`config.mk`:
```
export PLATFORM = sky130hd
export DESIGN_NAME = multicycle_control
export DESIGN_NICKNAME = d
export VERILOG_FILES = /design/src/rtl/multicycle_pkg.sv /design/src/rtl/multicycle_next_state.sv /design/src/rtl/multicycle_control.sv
export SDC_FILE = /design/constraint.sdc
export NUM_CORES = 1
export LEC_CHECK = 0
export ABC_AREA = 1
export BUFFER_PORTS_ARGS = -buffer_cell sky130_fd_sc_hd__buf_2
export CORE_MARGIN = 1.5
export CORE_UTILIZATION = 44
export DETAILED_ROUTE_END_ITERATION = 7
export GPL_TIMING_DRIVEN = 0
export PLACE_DENSITY = 0.76
export SLEW_MARGIN = 20
export SYNTH_ARGS = -nofsm -noshare
export SYNTH_HDL_FRONTEND = slang
export SYNTH_SLANG_ARGS = --single-unit
```
`constraint.sdc`:
```
create_clock -name clk -period 1.54 [get_ports clk]
set_clock_uncertainty 0.1 [all_clocks]
set_input_delay 0.308 -clock clk [delete_from_list [all_inputs] [get_ports clk]]
set_output_delay 0.308 -clock clk [all_outputs]
set_load 0.02 [all_outputs]
```
`src/rtl/multicycle_pkg.sv`:
```
// Shared encodings for the multicycle MIPS control sequencer: states, opcodes,
// ALU operation classes, mux select codes and the bundled control word.
package multicycle_pkg;

  typedef enum logic [3:0] {
    FETCH    = 4'd0,
    DECODE   = 4'd1,
    MEMADR   = 4'd2,
    MEMRD    = 4'd3,
    MEMWB    = 4'd4,
    MEMWR    = 4'd5,
    RTYPE_EX = 4'd6,
    RTYPE_WB = 4'd7,
    BRANCH   = 4'd8,
    IMM_EX   = 4'd9,
    IMM_WB   = 4'd10,
    JUMP     = 4'd11
  } state_e;

  localparam logic [5:0] OP_RTYPE = 6'h00;
  localparam logic [5:0] OP_LW    = 6'h23;
  localparam logic [5:0] OP_SW    = 6'h2B;
  localparam logic [5:0] OP_BEQ   = 6'h04;
  localparam logic [5:0] OP_BNE   = 6'h05;
  localparam logic [5:0] OP_J     = 6'h02;
  localparam logic [5:0] OP_ADDI  = 6'h08;
  localparam logic [5:0] OP_ANDI  = 6'h0C;
  localparam logic [5:0] OP_ORI   = 6'h0D;

  localparam logic [2:0] ALU_ADD   = 3'b000;
  localparam logic [2:0] ALU_SUB   = 3'b001;
  localparam logic [2:0] ALU_FUNCT = 3'b010;
  localparam logic [2:0] ALU_AND   = 3'b011;
  localparam logic [2:0] ALU_OR    = 3'b100;

  localparam logic [1:0] SRCB_REG     = 2'b00;
  localparam logic [1:0] SRCB_FOUR    = 2'b01;
  localparam logic [1:0] SRCB_IMM     = 2'b10;
  localparam logic [1:0] SRCB_IMM_SH2 = 2'b11;

  localparam logic [1:0] PCSRC_ALU    = 2'b00;
  localparam logic [1:0] PCSRC_ALUOUT = 2'b01;
  localparam logic [1:0] PCSRC_JUMP   = 2'b10;

  // Every datapath control in one word so a state can start from all-zero.
  typedef struct packed {
    logic       pc_en;
    logic       i_or_d;
    logic       mem_read;
    logic       mem_write;
    logic       ir_write;
    logic       reg_dst;
    logic       mem_to_reg;
    logic       reg_write;
    logic       alu_src_a;
    logic [1:0] alu_src_b;
    logic [2:0] alu_op;
    logic [1:0] pc_src;
    logic       instr_done;
    logic       illegal_op;
  } ctrl_t;

  function automatic logic op_supported(input logic [5:0] op);
    case (op)
      OP_RTYPE, OP_LW, OP_SW, OP_BEQ, OP_BNE,
      OP_J, OP_ADDI, OP_ANDI, OP_ORI: op_supported = 1'b1;
      default:                        op_supported = 1'b0;
    endcase
  endfunction

endpackage

```
`src/rtl/multicycle_next_state.sv`:
```
// Combinational next-state function of the multicycle sequencer. mem_ready is
// tied high by the parent when memory wait states are not built in.
module multicycle_next_state
  import multicycle_pkg::*;
(
  input  state_e      state,
  input  logic [5:0]  op,
  input  logic        mem_ready,
  output state_e      next_state
);

  always_comb begin
    // NOTE: assign a default before the case so every path drives next_state and no latch is inferred.
    next_state = FETCH;
    case (state)
      FETCH:  next_state = mem_ready ? DECODE : FETCH;
      DECODE: begin
        case (op)
          OP_LW, OP_SW:              next_state = MEMADR;
          OP_RTYPE:                  next_state = RTYPE_EX;
          OP_BEQ, OP_BNE:            next_state = BRANCH;
          OP_J:                      next_state = JUMP;
          OP_ADDI, OP_ANDI, OP_ORI:  next_state = IMM_EX;
          default:                   next_state = FETCH;
        endcase
      end
      MEMADR:   next_state = (op == OP_SW) ? MEMWR : MEMRD;
      MEMRD:    next_state = mem_ready ? MEMWB : MEMRD;
      MEMWB:    next_state = FETCH;
      MEMWR:    next_state = mem_ready ? FETCH : MEMWR;
      RTYPE_EX: next_state = RTYPE_WB;
      RTYPE_WB: next_state = FETCH;
      BRANCH:   next_state = FETCH;
      IMM_EX:   next_state = IMM_WB;
      IMM_WB:   next_state = FETCH;
      JUMP:     next_state = FETCH;
      default:  next_state = FETCH;
    endcase
  end

endmodule

```
`src/rtl/multicycle_control.sv`:
```
// Moore control sequencer for the multicycle MIPS datapath.
// Optional memory wait states are built when MULTICYCLE_MEM_WAIT_EN is defined.
module multicycle_control
  import multicycle_pkg::*;
#(
  parameter int STATE_W = 4,
  parameter int ALUOP_W = 3
) (
  input  logic               clk,
  input  logic               reset,
`ifdef MULTICYCLE_MEM_WAIT_EN
  input  logic               mem_ready,
`endif
  input  logic [5:0]         op,
  input  logic               zero,
  output logic               pc_en,
  output logic               i_or_d,
  output logic               mem_read,
  output logic               mem_write,
  output logic               ir_write,
  output logic               reg_dst,
  output logic               mem_to_reg,
  output logic               reg_write,
  output logic               alu_src_a,
  output logic [1:0]         alu_src_b,
  output logic [ALUOP_W-1:0] alu_op,
  output logic [1:0]         pc_src,
  output logic               instr_done,
  output logic               illegal_op,
  output logic [STATE_W-1:0] state_out
);

  state_e state_q;
  state_e state_d;
  logic   ready;
  ctrl_t  ctrl;

`ifdef MULTICYCLE_MEM_WAIT_EN
  assign ready = mem_ready;
`else
  assign ready = 1'b1;
`endif

  multicycle_next_state u_next_state (
    .state      (state_q),
    .op         (op),
    .mem_ready  (ready),
    .next_state (state_d)
  );

  always_ff @(posedge clk) begin
    // NOTE: state registers use non-blocking assignments so every flop sees pre-edge values.
    if (reset) state_q <= FETCH;
    else       state_q <= state_d;
  end

  always_comb begin
    ctrl = '0;
    case (state_q)
      FETCH: begin
        ctrl.mem_read  = 1'b1;
        ctrl.ir_write  = ready;
        ctrl.pc_en     = ready;
        ctrl.alu_src_b = SRCB_FOUR;
        ctrl.alu_op    = ALU_ADD;
        ctrl.pc_src    = PCSRC_ALU;
      end
      DECODE: begin
        // Branch target is precomputed into ALUOut while the opcode is decoded.
        ctrl.alu_src_b  = SRCB_IMM_SH2;
        ctrl.alu_op     = ALU_ADD;
        ctrl.illegal_op = !op_supported(op);
        ctrl.instr_done = !op_supported(op);
      end
      MEMADR: begin
        ctrl.alu_src_a = 1'b1;
        ctrl.alu_src_b = SRCB_IMM;
        ctrl.alu_op    = ALU_ADD;
      end
      MEMRD: begin
        ctrl.mem_read = 1'b1;
        ctrl.i_or_d   = 1'b1;
      end
      MEMWB: begin
        ctrl.reg_write  = 1'b1;
        ctrl.mem_to_reg = 1'b1;
        ctrl.instr_done = 1'b1;
      end
      MEMWR: begin
        ctrl.mem_write  = 1'b1;
        ctrl.i_or_d     = 1'b1;
        ctrl.instr_done = ready;
      end
      RTYPE_EX: begin
        ctrl.alu_src_a = 1'b1;
        ctrl.alu_src_b = SRCB_REG;
        ctrl.alu_op    = ALU_FUNCT;
      end
      RTYPE_WB: begin
        ctrl.reg_write  = 1'b1;
        ctrl.reg_dst    = 1'b1;
        ctrl.instr_done = 1'b1;
      end
      BRANCH: begin
        ctrl.alu_src_a  = 1'b1;
        ctrl.alu_src_b  = SRCB_REG;
        ctrl.alu_op     = ALU_SUB;
        ctrl.pc_src     = PCSRC_ALUOUT;
        ctrl.instr_done = 1'b1;
        ctrl.pc_en      = ((op == OP_BEQ) && zero) || ((op == OP_BNE) && !zero);
      end
      IMM_EX: begin
        ctrl.alu_src_a = 1'b1;
        ctrl.alu_src_b = SRCB_IMM;
        case (op)
          OP_ANDI: ctrl.alu_op = ALU_AND;
          OP_ORI:  ctrl.alu_op = ALU_OR;
          default: ctrl.alu_op = ALU_ADD;
        endcase
      end
      IMM_WB: begin
        ctrl.reg_write  = 1'b1;
        ctrl.instr_done = 1'b1;
      end
      JUMP: begin
        ctrl.pc_src     = PCSRC_JUMP;
        ctrl.pc_en      = 1'b1;
        ctrl.instr_done = 1'b1;
      end
      default: ctrl = '0;
    endcase
    // Reset suppresses every strobe, including any write in a half-finished instruction.
    if (reset) ctrl = '0;
  end

  assign pc_en      = ctrl.pc_en;
  assign i_or_d     = ctrl.i_or_d;
  assign mem_read   = ctrl.mem_read;
  assign mem_write  = ctrl.mem_write;
  assign ir_write   = ctrl.ir_write;
  assign reg_dst    = ctrl.reg_dst;
  assign mem_to_reg = ctrl.mem_to_reg;
  assign reg_write  = ctrl.reg_write;
  assign alu_src_a  = ctrl.alu_src_a;
  assign alu_src_b  = ctrl.alu_src_b;
  assign alu_op     = ALUOP_W'(ctrl.alu_op);
  assign pc_src     = ctrl.pc_src;
  assign instr_done = ctrl.instr_done;
  assign illegal_op = ctrl.illegal_op;
  assign state_out  = reset ? '0 : STATE_W'(state_q);

endmodule

```
# After elaboration in Yosys (flattened, before gate mapping)
# Index checks and enable logic that the tools add are counted.
classes:
  eq_ne: 19
  mux: 21
  n_reduce_logical: 17
op_table:
  columns: ["operator", "n"]
  rows:
  - ["5-bit one-hot mux with 6 select lines", 1]
  - ["4-bit one-hot mux with 6 select lines", 1]
  - ["4-bit one-hot mux with 5 select lines", 1]
  - ["6-bit by 4-bit equality test with 1-bit output, second input constant", 3]
  - ["18-bit 2-to-1 mux", 1]
  - ["4-bit by 3-bit equality test with 1-bit output, second input constant", 4]
  - ["4-bit equality test, second input constant", 4]
  - ["6-bit by 3-bit equality test with 1-bit output, second input constant", 2]
  - ["6-bit equality test, second input constant", 2]
  - ["1-bit 2-to-1 mux", 11]
  - ["2-bit OR reduction", 5]
  - ["9-bit OR reduction", 1]
  - ["4-bit by 2-bit equality test with 1-bit output, second input constant", 2]
  - ["6-bit by 2-bit equality test with 1-bit output, second input constant", 1]
  - ["6-bit zero test", 1]
  - ["3-bit one-hot mux with 2 select lines", 1]
  - ["3-bit OR reduction", 2]
  - ["6-bit OR reduction", 1]
  - ["4-bit by 1-bit equality test with 1-bit output, second input constant", 1]
  - ["4-bit zero test", 1]
  - ["4-bit 2-to-1 mux", 1]
  - ["1-bit one-hot mux with 2 select lines", 2]
  - ["2-bit one-hot mux with 2 select lines", 1]
  - ["4-bit OR reduction", 1]
  - ["4 further kinds", 6]
totals:
  register_bits: 4
  in_bits: 9
  out_inout_bits: 22
  wordCells: 58

# Depth between registers and ports, before layout
logic_depth:
  word_depth: 7
  mapped_depth: 7
  ltp_nobuf: 7

# Modules after synthesis
# From an unflattened synthesis, not the netlist that was laid out.
hier_totals:
  hier_cells: 171
  area_unflattened_um2: 795.8
by_module_without_submodules:
  columns: ["mod", "instances", "cells_each", "area_per_inst_um2", "seq_area_each_um2"]
  rows:
  - ["multicycle_control", 1, 99, 495.5, 80.1]
  - ["multicycle_next_state", 1, 72, 300.3, 0.0]

# Least setup slack after synthesis
# OpenSTA, ideal clock, no wires.
synth_path:
  kind: "register to output"
  from: "register state_q[0]"
  to: "output pc_en"
  arrival_time_ns: 1.307
  required_time_ns: 1.132
  setup_slack_ns: -0.175
  path_stages_with_launch: 8
  n_path_buf: 0
  path_cell_list: "dfxtp_1 nor2_1 inv_1 nor2_1 inv_1 nor2_1 nand3_1 nand2_1"
synth_via:
  elab_chain_cells: 4
  word_cells_on_any_way: 6
  classes_between: "eq/ne: 2; mux: 2; reduce/logical: 2"
synth_lines:
  columns: ["element", "line_no", "text"]
  rows:
  - ["from (decl)", "multicycle_control.sv:33", "state_e state_q;"]
  - ["from (signal assigned)", "multicycle_control.sv:54", "else state_q <= state_d;"]
  - ["4-bit equality test or 4-bit zero test (tied branches)", "multicycle_control.sv:59", "case (state_q)"]
  - ["2-bit OR reduction (no line)", null, null]
  - ["1-bit one-hot mux with 2 select lines (*)", "multicycle_control.sv:59", null]
  - ["18-bit 2-to-1 mux (*)", "multicycle_control.sv:133", "if (reset) ctrl = '0;"]
  - ["to (decl)", "multicycle_control.sv:16", "output logic pc_en,"]
# Every way passes the cells marked *; elsewhere a longest branch is shown, timed or not.

# Worst setup path after layout
layout_path:
  from: "input op[1]"
  to: "output instr_done"
layout_via:
  elab_chain_cells: 7
  word_cells_on_any_way: 15
  classes_between: "eq/ne: 8; mux: 4; reduce/logical: 3"
layout_lines:
  columns: ["element", "line_no", "text"]
  rows:
  - ["from (decl)", "multicycle_control.sv:14", "input logic [5:0] op,"]
  - ["6-bit by 3-bit equality test with 1-bit output (tied with other cells)", "multicycle_pkg.sv:64", "case (op)"]
  - ["9-bit OR reduction (*)", "multicycle_pkg.sv:64", null]
  - ["1-bit 2-to-1 mux (*)", "multicycle_pkg.sv:64", null]
  - ["1-bit 2-to-1 mux (*)", "multicycle_control.sv:59", null]
  - ["1-bit zero test (*)", "multicycle_control.sv:73", "ctrl.instr_done = !op_supported(op);"]
  - ["1-bit one-hot mux with 2 select lines (*)", "multicycle_control.sv:59", null]
  - ["18-bit 2-to-1 mux (*)", "multicycle_control.sv:133", null]
  - ["to (decl)", "multicycle_control.sv:28", "output logic instr_done,"]
# Every way passes the cells marked *; elsewhere a longest branch is shown, timed or not. The select of a mux whose other input is x is not followed.

==> summary.txt <==
Power
  – Power per cell area: 447 nW/um^2
  – VDD IR-drop max: 0.000474 V
  – Leak: 0.583 nW

Critical path
  – Critical path's largest stage delay: 0.24 ns
  – Required @ worst endpoint: 1.13 ns
  – Crit path capture type: output pin
  – Worst setup SP type: input pin
  – Top cell by count, worst path: nand2_1
  – Cell Chain, Critical Path: buf_2 -> nor2_2 -> nand3_1 -> nand2_1 -> nor2_1 -> nand4_1 -> nand2_1 -> buf_6
  – Critical path class: input pin to output pin
  – CP Max Fanout: 5
  – Critical-path top delay cell: nor2_2
  – CP Buf/Inv Count: 2
  – CP delay by family, top: simple AND/OR/NAND/NOR gates
  – Worst Path Arrival: 1.41 ns
  – Reg2Reg Setup Slack: 0.15 ns

Drt
  – 1st-pass router iterations: 5
  – Via density: 5.95
  – WL/cell: 17.3 um
  – Via Count: 1112
  – DRC viols: 0
  – Detail Route Antenna Nets: 0
  – Drt initial violations: 66
  – Total wire length: 3230 um

Layout
  – Post-layout instance area: 1170 um^2
  – Max reg flops: 4
  – Area Overhead vs Synth: 85.9%
  – Share of cells above drive strength 1: 54.7%
  – Fill cells: 67
  – Non-filler instance count after layout: 187
  – Largest reg by FF count: state_q
  – Net count reported at finish: 182
  – ANT cells: 0
  – Top flop regs: state_q: 4 flops

STA
  – Max Freq: 549 MHz
  – RSZ-0062 raised after global routing: true
  – Slew HR: 79.9%
  – Hold Vio Cnt, Final: 0
  – Max-slew violations: 0
  – Tmin final: 1.82 ns
  – Final setup vio count: 17
  – Transition time of the tightest slew-check pin: 0.300 ns
  – Final worst setup slack: -0.280 ns
  – Final period util: 118%

Global routing
  – Tot GR Track Use: 32.7%
  – First-pass GRT wire length: 3690 um
  – Largest net degree at the start of global routing: 11
  – Grt ovf: 0
  – Vias in the first global route: 916
  – Initial antenna violation count: 0

Yosys
  – Ys async rst share: 0%
  – Commonest cells in the netlist: nor2_1, inv_1, nand2_1, nand3_1
  – Top cells by area, synth: nor2_1, inv_1, nand2_1
  – Synth top area share: 22.1%
  – Main synth FF type: dfxtp_1
  – #FFs+latches synth: 4
  – Syn nets: 137
  – Library cells used by synthesis: 18
  – Count leader, synth: nor2_1
  – Area leader, netlist: nor2_1
  – Synthesized cell area: 629 um^2
  – Avg Inst Size Synth: 4.92 um^2
  – Post-synth EDFFs: 0
  – Seq/Total Area, Yosys: 12.7%
  – Synthesis Warnings: 0
  – Mapped Cells: 128

CTS
  – CTS tree: yes
  – Clk buf depth: 2
  – CTS Root Buffer Type: clkbuf_4
  – Clk sinks: 4
  – Hold-fix buffers, CTS: 0
  – Clk Latency, worst-skew pair: 0.24 ns
  – Depth of the CTS H-tree: 1
  – Clk slew on worst S/H paths: 0.03 ns
  – Total CTS buffers: 3

Floorplan
  – Core area: 1320 um^2
  – IO Pins: 31
  – Placement Rows: 13
  – Die H: 40.8 um
  – Initial core utilization: 47.8%
  – Die ar.: 1670 um^2
  – Die Wd: 40.8 um

Placed design
  – Gp weighted congestion: 0.861
  – Pre-CTS setup slack: -0.187 ns
  – I/O Buffers: 30
  – Placed insts: 173
  – Post-detail-place hpwl: 1430 um
  – Cell Area, Placed: 835 um^2

Job
  – Max cap viols: 0

Worst hold path
  – Hold/Removal Path Class: input pin to register

Run status
  – Status: finished with violations
  – Failing checks: setup timing
## routing by layer
metal	wire [um]	GRT usage [%]
met5	0	0
met4	221	18.3
met3	297	2.17
met2	1600	57.4
met1	1110	38.4
## what timing repair did
action                                  4_1_cts  5_1_grt
gates resized for setup                      49       35
buffers inserted                              6        5
endpoints found under the hold margin         0        0
pin swaps                                     7        8
endpoints found under the setup margin       21       22
## final timing paths
check / to / cells after the start / from
min: state_q[2]$_SDFF_PP0_ / 6 / op[4]
min reg2reg: state_q[3]$_SDFF_PP0_ / 2 / state_q[3]$_SDFF_PP0_
max reg2reg: state_q[1]$_SDFF_PP0_ / 6 / state_q[0]$_SDFF_PP0_
max: instr_done / 8 / op[1]
## layout make-up
type | instances | area [um^2] | area share [%]
sequential | 4 | 95.1 | 8.13
timing repair buffer | 40 | 308 | 26.3
clock buffer | 4 | 26.3 | 2.25
multi-input combinational | 98 | 607 | 51.9
inverter | 25 | 110 | 9.41
buffer | 1 | 5.00 | 0.428
tap | 15 | 18.8 | 1.60
## cells in the final DEF (no fill, tap or decap), types with 2 or more instances in the layout
master     n
a21oi_1    2
a21oi_2    3
buf_2     12
buf_4     18
buf_6     10
clkbuf_4   3
dfxtp_4    4
inv_1     14
inv_2      6
inv_4      3
nand2_1   15
nand2_2    5
nand2_4    2
nand3_1   13
nand4_1    4
nor2_1    23
nor2_2     8
nor2_4    11
o21ai_0    2
## per-stage QoR
stage	hold WS, ns	setup TNS (ns)	power (W)	utilization, %
after floorplan	0.413	-0.00284	0.000228	-
after global placement	0.468	-0.784	0.000281	63.3
after detailed placement	0.464	-1.01	0.000283	63.3
after CTS	0.412	-1.89	0.000480	79.0
after global routing	0.517	-3.52	0.000556	88.8
final	0.463	-2.55	0.000523	88.8
## worst register-to-register path, delay by kind of cell, from the launching register on
kind | cells | cell delay (ns)
simple gates | 4 | 0.60
flops | 1 | 0.39
buf+inv | 1 | 0.09
compound gates | 1 | 0.14
## cells by family after synthesis
logic type / synth area share (%)
AOI/OAI and AO/OA: 9.74
and+or+nand+nor: 62.0
buffers and inverters: 15.5
DFF: 12.7
## power breakdown
part / internal, W / switching (W)
Sequential: 0.000105 / 0.0000159
Clock: 0.0000973 / 0.0000448
Combinational: 0.000100 / 0.000161
No activity file was read; power rests on OpenSTA's default activity.
